### src/rtl/cond_pkg.sv
// Shared condition-code encodings, flag bit positions and status type
// for the status register / condition evaluation slice.
package cond_pkg;

  typedef logic [3:0] status_t;

  localparam int FLAG_N = 3;
  localparam int FLAG_Z = 2;
  localparam int FLAG_C = 1;
  localparam int FLAG_V = 0;

  localparam logic [3:0] COND_EQ = 4'h0;
  localparam logic [3:0] COND_NE = 4'h1;
  localparam logic [3:0] COND_CS = 4'h2;
  localparam logic [3:0] COND_CC = 4'h3;
  localparam logic [3:0] COND_MI = 4'h4;
  localparam logic [3:0] COND_PL = 4'h5;
  localparam logic [3:0] COND_VS = 4'h6;
  localparam logic [3:0] COND_VC = 4'h7;
  localparam logic [3:0] COND_HI = 4'h8;
  localparam logic [3:0] COND_LS = 4'h9;
  localparam logic [3:0] COND_GE = 4'hA;
  localparam logic [3:0] COND_LT = 4'hB;
  localparam logic [3:0] COND_GT = 4'hC;
  localparam logic [3:0] COND_LE = 4'hD;
  localparam logic [3:0] COND_AL = 4'hE;
  localparam logic [3:0] COND_NV = 4'hF;

endpackage

### src/rtl/cond_eval.sv
// Combinational evaluation of a 4-bit condition field against
// {N,Z,C,V} flags.
module cond_eval
  import cond_pkg::*;
(
  input  logic [3:0] cond,
  input  status_t    flags,
  output logic       pass
);

  logic n, z, c, v;

  assign n = flags[FLAG_N];
  assign z = flags[FLAG_Z];
  assign c = flags[FLAG_C];
  assign v = flags[FLAG_V];

  always_comb begin
    pass = 1'b0;
    unique case (cond)
      COND_EQ: pass = z;
      COND_NE: pass = ~z;
      COND_CS: pass = c;
      COND_CC: pass = ~c;
      COND_MI: pass = n;
      COND_PL: pass = ~n;
      COND_VS: pass = v;
      COND_VC: pass = ~v;
      COND_HI: pass = c & ~z;
      COND_LS: pass = ~c | z;
      COND_GE: pass = (n == v);
      COND_LT: pass = (n != v);
      COND_GT: pass = ~z & (n == v);
      COND_LE: pass = z | (n != v);
      COND_AL: pass = 1'b1;
      COND_NV: pass = 1'b0;
    endcase
  end

endmodule

### src/rtl/status_cond_unit.sv
// Status register, flag-hazard handling and saturating pass/fail counters.
// Build option: STATUS_FWD_EN forwards EXE flags instead of stalling.
module status_cond_unit
  import cond_pkg::*;
#(
  parameter int CNT_W = 16
) (
  input  logic             clk,
  input  logic             rst,
  input  logic [3:0]       statusIn,
  input  logic             sUpdate,
  input  logic             exeValid,
  input  logic             freeze,
  input  logic [3:0]       condCode,
  input  logic             idValid,
  input  logic             clearCounters,
  output logic             condPass,
  output logic             stall,
  output logic [3:0]       statusReg,
  output logic             carryOut,
  output logic [CNT_W-1:0] passCount,
  output logic [CNT_W-1:0] failCount
);

  localparam logic [CNT_W-1:0] CNT_MAX = '1;

  status_t status_q;
  status_t view;
  logic    hazard;
  logic    issue;
  logic    pass;

  assign hazard = idValid & exeValid & sUpdate
                & (condCode != COND_AL);

`ifdef STATUS_FWD_EN
  assign view  = hazard ? statusIn : status_q;
  assign stall = 1'b0;
`else
  assign view  = status_q;
  assign stall = hazard & ~rst;
`endif

  cond_eval u_cond_eval (
    .cond  (condCode),
    .flags (view),
    .pass  (pass)
  );

  assign condPass  = pass;
  assign statusReg = status_q;
  assign carryOut  = status_q[FLAG_C];
  assign issue     = idValid & ~stall & ~freeze;

  always_ff @(posedge clk or posedge rst) begin
    if (rst) begin
      status_q <= '0;
    end else if (sUpdate & exeValid & ~freeze) begin
      status_q <= statusIn;
    end
  end

  // Clear has priority and is honoured even while frozen.
  always_ff @(posedge clk or posedge rst) begin
    if (rst) begin
      passCount <= '0;
      failCount <= '0;
    end else if (clearCounters) begin
      passCount <= '0;
      failCount <= '0;
    end else if (issue) begin
      if (pass) begin
        if (passCount != CNT_MAX) passCount <= passCount + 1'b1;
      end else begin
        if (failCount != CNT_MAX) failCount <= failCount + 1'b1;
      end
    end
  end

endmodule
### config.mk
export PLATFORM = sky130hd
export DESIGN_NAME = status_cond_unit
export DESIGN_NICKNAME = d
export VERILOG_FILES = /design/src/rtl/cond_pkg.sv /design/src/rtl/cond_eval.sv /design/src/rtl/status_cond_unit.sv
export SDC_FILE = /design/constraint.sdc
export NUM_CORES = 1
export LEC_CHECK = 0
export ABC_AREA = 1
export CAP_MARGIN = 40
export CORE_MARGIN = 8
export CORE_UTILIZATION = 57
export CTS_BUF_LIST = sky130_fd_sc_hd__clkbuf_8
export DETAILED_ROUTE_END_ITERATION = 7
export GPL_TIMING_DRIVEN = 0
export PLACE_DENSITY = 0.89
export SLEW_MARGIN = 20
export SYNTH_ARGS = -nofsm -noshare
export SYNTH_HDL_FRONTEND = slang
export SYNTH_SLANG_ARGS = --single-unit
### constraint.sdc
create_clock -name clk -period 3.04 [get_ports clk]
set_input_delay 0.456 -clock clk [delete_from_list [all_inputs] [get_ports clk]]
set_output_delay 0.456 -clock clk [all_outputs]
set_load 0.02 [all_outputs]
==> results.sh, run 1 <==
export IMPL_via_per_inst=5.37
export IMPL_critPathMostFrequentCell="nor2_1"
export IMPL_required_ns=2.58
export IMPL_insertion_delay_ns=0.30
export IMPL_track_usage_pct=20.6
export IMPL_finalSetupViolCount=0
export IMPL_worst_pin_slew_ns=0.526
export IMPL_crit_chain="clkdlybuf4s50_1 > inv_2 > nor2_2 > nor2_1 > nor2_1 > nor2_1 > nand3_1 > nor2_2 > nand2_1 > dlymetal6s2s_1"
export IMPL_synth_nets=426
export IMPL_yosys_area_top_type_share_pct=32.2
export IMPL_worstSetupPathType="in2out"
export IMPL_max_stage_delay_ns=0.51
export IMPL_synth_top_cells_by_area="dfrtp_1 32%, nand2_1 13%, nor2_1 9.1%"
export IMPL_powerDensity_nw_per_um2=347
export IMPL_min_path_type="in2async"
export IMPL_numPlacedInstances=529
export IMPL_cpLargestDelayFamily="buffers and inverters"
export IMPL_antenna_left=0
export IMPL_yosysWarnings=0
export IMPL_final_core_util_pct=75.0
export IMPL_leakage_uw=0.00164
export IMPL_n_antenna_cell=0
export IMPL_final_nets=486
export IMPL_drcViolationCount=0
export IMPL_initial_core_util_pct=59.2
export IMPL_grt_max_degree=25
export IMPL_synth_seq_cells=36
export IMPL_die_w_um=86.1
export IMPL_finalCritPeriodShare_pct=85.1
export IMPL_ctsHtreeMaxLevel=2
export IMPL_status="finished clean"
export IMPL_cts_buffer_depth=2
export IMPL_core_area_um2=4720
export IMPL_tritoncts="yes"
export IMPL_fmax_mhz=386
export IMPL_drt_first_iter_violations=171
export IMPL_grt_pass1_wl_um=12600
export IMPL_port_buffers=52
export IMPL_cp_num_buf_inv=3
export IMPL_grt_pass1_vias=2861
export IMPL_min_period_ns=2.59
export IMPL_worst_ep_arrival_time_ns=2.13
export IMPL_maxCapViolCount=0
export IMPL_path_clk_slew_ns=0.08
export IMPL_cts_buffers=5
export IMPL_wl_met3_um=394
export IMPL_io_pin_count=54
export IMPL_antenna_found_initial=0
export IMPL_syn_avg_cell_area_um2=6.84
export IMPL_finalSetupTns_ns=0
export IMPL_crit_path_max_fanout=6
export IMPL_netlist_area_um2=2800
export IMPL_root_buffer="clkbuf_8"
export IMPL_syn_inst=409
export IMPL_seq_area_frac_synth_pct=32.2
export IMPL_die_height_um=86.1
export IMPL_cts_resized_gates=0
export IMPL_wl_met2_um=3770
export IMPL_worst_path_max_delay_cell="clkdlybuf4s50_1"
export IMPL_slew_headroom_pct=65.0
export IMPL_drive_gt1_share_pct=13.0
export IMPL_postCtsSetupBuffers=0
export IMPL_syn_to_final_growth_pct=26.7
export IMPL_rsz0062_at_grt="no"
export IMPL_routabilityCongestion=0.924
export IMPL_synth_cell_types=35
export IMPL_fin_skew_ns=0.0122
export IMPL_routed_wl_um=7400
export IMPL_clkSinkCount=36
export IMPL_end_kind="primary output"
export IMPL_post_dp_hpwl_um=5680
export IMPL_cts_hold_buf=0
export IMPL_fin_cells=537
export IMPL_cp_start_kind="input port"
export IMPL_vias=2884
export IMPL_totalPowerFinal_uw=1230
export IMPL_ir_drop_uv=266
export IMPL_die_area_um2=7410
export IMPL_grt_remaining_overflow=0
export IMPL_dr_pass1_iters=6
export IMPL_wire_per_inst_um=13.8
export IMPL_wl_met1_um=3150
export IMPL_std_cell_rows=25
export IMPL_final_hold_viol_count=0
export IMPL_top_layer="met4"
export IMPL_fillCellCount=370
export IMPL_synth_top_area_cell="dfrtp_1"
export IMPL_slew_viol_final=0
[state kept, by name, indices dropped and copies added, names as in the netlist]
signal / count
failCount: 16
passCount: 16
statusReg: 4
[synth_stat cells, drive strengths merged]
cell / number
buf: 9
dfrtp: 36
clkinv: 2
nor3b: 1
nand3: 57
nand2: 119
nand3b: 1
o21ai: 2
nor3: 13
a211oi: 1
a21oi: 6
inv: 39
nor2: 73
a31oi: 1
xnor2: 1
nand4: 24
a31o: 1
ha: 2
xor2: 17
clkbuf: 4
[per-layer routing]
layer	vias up	GRT usage, %
met1	1339	24.5
met2	93	35.8
met3	10	3.53
li1	1442	-
met4	0	7.64
met5	-	0
[metrics by stage]
step	worst slack (ns)	area [µm²]	hold slack [ns]
2_1_floorplan	0.879	2800	0.598
3_3_place_gp	-0.383	3400	0.500
3_5_place_dp	0.126	3430	0.496
4_1_cts	0.110	3540	0.459
5_1_grt	0.322	3540	0.484
6_report	0.452	3540	0.446
[worst paths after layout]
path | from | end | slack, ns | cells past startpoint
setup reg to reg | failCount[0] | failCount[3] | 0.99 | 9
hold / removal | rst | failCount[12] | 0.45 | 2
hold reg to reg | failCount[15] | failCount[15] | 0.52 | 2
max in group asynchronous | rst | passCount[5] | 2.15 | 3
min in group clk | failCount[15] | failCount[15] | 0.52 | 2
setup / recovery | condCode[1] | condPass | 0.45 | 10
[logic make-up (layout without fill, tap and decap cells)]
kind of cell,Yosys count,after routing,synth area share (%)
xor gates and xnor gates,18,18,5.64
DFF,36,36,32.2
and+or+nand+nor,288,288,49.9
adders and majority gates,2,2,0.894
buffers and inverters,54,115,8.72
AOI/OAI and AO/OA,11,11,2.64
[report_power, final]
group          internal [µW]  leakage (µW)  switching, µW
clock                    243     0.0000541            189
sequential               494      0.000488           19.2
combinational            110       0.00110            175
total                    846       0.00164            384
[worst register-to-register path, stage by stage (launching register included)]
cell and delay (ns):
dfrtp_1 0.45, ha_1 0.27, nand2_1 0.13, nor2_1 0.08, nand2_1 0.13, clkinv_1 0.09, nand4_2 0.16, clkbuf_1 0.40
nand4_1 0.19, nand2_2 0.09
[layout by cell type, fill, tap and decap left out, types with 2 or more instances in the layout]
cell type / instances
dfrtp_1: 36
nor2_2: 5
buf_2: 2
buf_4: 3
ha_1: 2
clkbuf_8: 5
clkdlybuf4s50_1: 51
a21oi_1: 6
nor3_1: 12
nand3_4: 3
nand3_1: 50
xor2_1: 17
nand2_1: 98
nor2_1: 68
inv_1: 34
nand4_1: 22
inv_2: 5
nand3_2: 4
clkbuf_1: 4
nand2_2: 20
buf_6: 2
clkinv_2: 2
[cell type report]
| cell class | count | area, µm² | share of cell area, % |
|---|---|---|---|
| inverter | 41 | 155 | 4.38 |
| timing repair buffer | 53 | 551 | 15.5 |
| clock inverter | 3 | 42.5 | 1.20 |
| multi-input combinational | 319 | 1650 | 46.6 |
| sequential | 36 | 901 | 25.4 |
| clock buffer | 5 | 68.8 | 1.94 |
| tap | 67 | 83.8 | 2.37 |
| buffer | 13 | 88.8 | 2.51 |
Note: power is estimated with default switching activity, not from simulation.
==> inputs of run 2 (changes only) <==
Settings changed: CORE_MARGIN 8 to 3.
==> run 2 against run 1 <==
  * Core utilization rose by 3.0 points
  * Final area fell by 0.21%
  * Hold slack got worse by 0.10 ns
  * Total power fell by 0.23%
==> results.sh, run 2 (synthesized netlist as in run 1, its figures left out) <==
export IMPL_fin_ws_ns=0.423
export IMPL_fillCellCount=356
export IMPL_finalCritPeriodShare_pct=86.1
export IMPL_grt_remaining_overflow=0
export IMPL_initial_core_util_pct=61.7
export IMPL_numPlacedInstances=527
export IMPL_die_height_um=76.1
export IMPL_mostFrequentLayoutCell="nand2_1"
export IMPL_syn_to_final_growth_pct=26.4
export IMPL_totalPowerFinal_uw=1230
export IMPL_antenna_left=0
export IMPL_wire_per_inst_um=13.4
export IMPL_cp_start_kind="input port"
export IMPL_placed_area_um2=3420
export IMPL_crit_chain="clkdlybuf4s50_1 > inv_2 > buf_12 > nand2_1 > nor2_1 > nand2_2 > inv_1 > clkdlybuf4s50_1"
export IMPL_fin_cells=535
export IMPL_n_antenna_cell=0
export IMPL_path_clk_slew_ns=0.08
export IMPL_via_per_inst=5.37
export IMPL_final_area_um2=3540
export IMPL_antenna_found_initial=0
export IMPL_r2r_cells=9
export IMPL_maxCapViolCount=0
export IMPL_powerDensity_nw_per_um2=347
export IMPL_crit_path_max_fanout=33
export IMPL_grt_pass1_wl_um=12500
export IMPL_worst_ep_arrival_time_ns=2.16
export IMPL_cts_hold_buf=0
export IMPL_timing_rr_start="failCount[0]"
export IMPL_cts_buffer_depth=2
export IMPL_slew_headroom_pct=64.9
export IMPL_root_buffer="clkbuf_8"
export IMPL_status="finished clean"
export IMPL_required_ns=2.58
export IMPL_insertion_delay_ns=0.30
export IMPL_final_nets=486
export IMPL_clkSinkCount=36
export IMPL_leakage_uw=0.00165
export IMPL_fmax_mhz=382
export IMPL_min_period_ns=2.62
export IMPL_vias=2873
export IMPL_drcViolationCount=0
export IMPL_ctsHtreeMaxLevel=2
export IMPL_core_area_um2=4530
export IMPL_routed_wl_um=7160
export IMPL_die_area_um2=5790
export IMPL_layout_common_cells="98 x nand2_1, 68 x nor2_1, 50 x nand3_1, 50 x clkdlybuf4s50_1, 36 x dfrtp_1"
export IMPL_dr_pass1_iters=4
export IMPL_ir_drop_uv=250
export IMPL_min_path_type="in2async"
export IMPL_critPathMostFrequentCell="clkdlybuf4s50_1"
export IMPL_rsz0062_at_grt="no"
export IMPL_worst_pin_slew_ns=0.527
export IMPL_worstSetupPathType="in2out"
export IMPL_die_w_um=76.1
export IMPL_fin_skew_ns=0.00899
export IMPL_grt_max_degree=34
export IMPL_drt_first_iter_violations=220
export IMPL_end_kind="primary output"
export IMPL_max_stage_delay_ns=0.59
export IMPL_post_dp_hpwl_um=5530
export IMPL_finalSetupViolCount=0
export IMPL_track_usage_pct=26.0
export IMPL_port_buffers=52
export IMPL_grt_pass1_vias=2701
export IMPL_final_hold_viol_count=0
export IMPL_io_pin_count=54
export IMPL_worst_path_max_delay_cell="clkdlybuf4s50_1"
export IMPL_worst_r2r_endpoint="failCount[10]"
export IMPL_routabilityCongestion=0.970
export IMPL_pre_cts_ws_ns=0.0925
export IMPL_drive_gt1_share_pct=13.0
export IMPL_reg2reg_slack_ns=1.02
export IMPL_cts_buffers=5
export IMPL_tritoncts="yes"
export IMPL_std_cell_rows=24
export IMPL_slew_viol_final=0
run 2: final cells by class:
class	instances	area, µm²	share of cell area [%]
Inverter	41	155	4.39
Clock buffer	5	68.8	1.95
Tap cell	65	81.3	2.30
Multi-Input combinational cell	319	1650	46.7
Timing Repair Buffer	53	546	15.4
Clock inverter	3	42.5	1.20
Sequential cell	36	901	25.5
Buffer	13	88.8	2.51
run 2: metrics by stage:
stage / TNS (ns) / utilization (%) / hold WS [ns]
detailed placement: 0 / 75.4 / 0.500
floorplan: 0 / - / 0.598
global route: 0 / 78.0 / 0.359
global placement: -0.358 / 75.0 / 0.492
CTS: 0 / 77.9 / 0.338
finish: 0 / 78.0 / 0.342
run 2: power breakdown:
part	total [µW]	switching (µW)	leakage (µW)	internal, µW
Sequential	512	18.0	0.000488	494
Combinational	282	173	0.00110	109
Clock	433	191	0.0000541	243
run 2: critical path: cells and delay by family:
kind | cells | cell delay (ns)
buf+inv | 5 | 1.41
simple gates | 3 | 0.28
run 2: routing by layer:
metal	part of all wire, %	up-vias	global-route usage, %
met5	0	-	0
met4	0.77	0	5.43
met3	6.9	6	5.44
met2	48	102	44.1
met1	45	1321	34.2
li1	-	1444	-
run 2: worst max path at each step:
stage	start	to	slack, ns
after floorplan	rst	failCount[10]	0.88
after global placement	rst	stall	-0.36
after detailed placement	condCode[0]	condPass	0.09
after CTS	condCode[0]	condPass	0.09
after global routing	rst	stall	0.26
final	rst	stall	0.42
run 2: timing repair:
item / 4_1_cts / 5_1_grt
resized for setup: 0 / 2
endpoints found under the hold margin: 0 / 0
setup buffers: 0 / 0
endpoints found under the setup margin: 0 / 1
==> inputs of run 3 (changes only) <==
==> constraint.sdc (replaced) <==
create_clock -name clk -period 3.04 [get_ports clk]
set_input_delay 0.608 -clock clk [delete_from_list [all_inputs] [get_ports clk]]
set_output_delay 0.608 -clock clk [all_outputs]
set_load 0.02 [all_outputs]
==> run 3 against run 2 <==
  * Maximum frequency is 8.0% lower
  * Die area stayed put
  * Sequential share of layout area is 0.14 points lower
  * Via count is 1.8% higher
  * Hold slack better by 0.17 ns
  * Register-to-register slack hardly changed
  * Non-clock buffer count is 1 higher
  * Critical endpoint is now condPass
  * Total power is 0.39% higher
  * Global-route usage hardly changed
  * Clock power hardly changed
==> results.sh, run 3 (synthesized netlist as in run 1, its figures left out) <==
export IMPL_clkSinkCount=36
export IMPL_routed_wl_um=7390
export IMPL_cp_start_kind="input port"
export IMPL_min_period_ns=2.84
export IMPL_hold_depth=2
export IMPL_grt_pass1_vias=2700
export IMPL_leakage_uw=0.00167
export IMPL_drcViolationCount=0
export IMPL_fmax_mhz=352
export IMPL_mostFrequentLayoutCell="nand2_1"
export IMPL_slew_headroom_pct=65.4
export IMPL_io_pin_count=54
export IMPL_layout_common_cells="98 x nand2_1, 68 x nor2_1, 50 x nand3_1, 49 x clkdlybuf4s50_1, 36 x dfrtp_1"
export IMPL_holdWs_ns=0.514
export IMPL_hp_start="failCount[15]"
export IMPL_worst_r2r_endpoint="failCount[10]"
export IMPL_post_dp_hpwl_um=5530
export IMPL_min_path_type="reg2reg"
export IMPL_port_buffers=52
export IMPL_drt_first_iter_violations=239
export IMPL_required_ns=2.43
export IMPL_die_w_um=76.1
export IMPL_ir_drop_uv=250
export IMPL_initial_core_util_pct=61.7
export IMPL_fin_skew_ns=0.00989
export IMPL_status="finished clean"
export IMPL_maxCapViolCount=0
export IMPL_reg2reg_slack_ns=1.03
export IMPL_numPlacedInstances=527
export IMPL_slew_viol_final=0
export IMPL_grt_remaining_overflow=0
export IMPL_worst_pin_slew_ns=0.518
export IMPL_antenna_found_initial=0
export IMPL_postCtsSetupBuffers=0
export IMPL_worst_ep_arrival_time_ns=2.24
export IMPL_power_frac_comb_pct=23.1
export IMPL_rsz0062_at_grt="no"
export IMPL_finalSetupViolCount=0
export IMPL_cts_buffer_depth=2
export IMPL_end_kind="primary output"
export IMPL_root_buffer="clkbuf_8"
export IMPL_p_sw_uw=386
export IMPL_wire_per_inst_um=13.8
export IMPL_final_hold_viol_count=0
export IMPL_grt_max_degree=34
export IMPL_vias=2924
export IMPL_p_int_uw=846
export IMPL_insertion_delay_ns=0.30
export IMPL_cts_buffers=5
export IMPL_finalCritPeriodShare_pct=93.6
export IMPL_core_area_um2=4530
export IMPL_totalPowerFinal_uw=1230
export IMPL_drive_gt1_share_pct=13.4
export IMPL_path_clk_slew_ns=0.07
export IMPL_final_nets=487
export IMPL_grt_pass1_wl_um=12500
export IMPL_dr_pass1_iters=5
export IMPL_std_cell_rows=24
export IMPL_syn_to_final_growth_pct=27.1
export IMPL_worstSetupPathType="in2out"
export IMPL_track_usage_pct=25.9
export IMPL_die_height_um=76.1
export IMPL_die_area_um2=5790
export IMPL_final_core_util_pct=78.4
export IMPL_p_clk_share_pct=35.3
export IMPL_crit_path_max_fanout=6
export IMPL_r2r_cells=9
export IMPL_antenna_left=0
export IMPL_fin_cells=536
export IMPL_cts_hold_buf=0
export IMPL_worst_hold_path_endpoint="failCount[15]"
export IMPL_via_per_inst=5.46
export IMPL_tritoncts="yes"
export IMPL_seqPwrFrac_pct=41.5
export IMPL_n_antenna_cell=0
export IMPL_swShare_pct=31.3
export IMPL_ctsHtreeMaxLevel=2
export IMPL_timing_rr_start="failCount[0]"
export IMPL_routabilityCongestion=0.970
export IMPL_powerDensity_nw_per_um2=347
export IMPL_finalSetupTns_ns=0
## run 3: changes by cell type in the layout (fill, tap and decap cells not counted)
cell	delta
clkbuf_16	+1
clkbuf_2	+1
clkdlybuf4s50_1	-1
## run 3: per-layer routing
metal | vias up | global-route usage (%) | part of all wire (%)
met5 | - | 0 | 0
met4 | 0 | 5.43 | 1.2
met3 | 9 | 5.44 | 7.1
met2 | 116 | 44.1 | 47
met1 | 1357 | 34.1 | 45
li1 | 1442 | - | -
## run 3: power groups by stage
stage	clock [µW]	sequential, µW	combinational (µW)
floorplan	0	537	160
global placement	0	520	274
detailed placement	0	521	283
CTS	438	512	282
global route	465	515	310
finish	436	512	285
## run 3: cell type report
| class | count | area (µm²) |
|---|---|---|
| Tap cell | 65 | 81.3 |
| Clock inverter | 3 | 42.5 |
| Sequential cell | 36 | 901 |
| Timing Repair Buffer | 54 | 566 |
| Multi-Input combinational cell | 319 | 1650 |
| Fill cell | 344 | 978 |
| Inverter | 41 | 155 |
| Clock buffer | 5 | 68.8 |
| Buffer | 13 | 88.8 |
## run 3: worst max path at each step
stage,start,end,slack [ns],cells after the start
2_1_floorplan,rst,stall,0.59,5
3_3_place_gp,rst,stall,-0.66,7
3_5_place_dp,condCode[0],condPass,-0.21,8
4_1_cts,condCode[1],condPass,0.06,10
5_1_grt,condCode[3],condPass,0.10,9
6_report,condCode[1],condPass,0.20,10
## run 3: metrics by stage
stage	worst slack (ns)	area (µm²)
3_5_place_dp	-0.211	3420
2_1_floorplan	0.590	2800
4_1_cts	0.0551	3530
5_1_grt	0.102	3560
6_report	0.195	3560
3_3_place_gp	-0.662	3400
## run 3: critical path: stages
cell             delay, ns
clkdlybuf4s50_1       0.52
inv_2                 0.16
nor2_2                0.07
nand2_2               0.11
nand2_1               0.06
nor2_1                0.09
nand3_1               0.09
nor2_2                0.15
nand2_1               0.18
clkbuf_2              0.20
## run 3: repair_timing
action / in CTS / in global routing
gates resized for setup: 1 / 4
endpoints found under the setup margin: 1 / 2
hold endpoints to repair: 0 / 0
gates cloned: 0 / 1
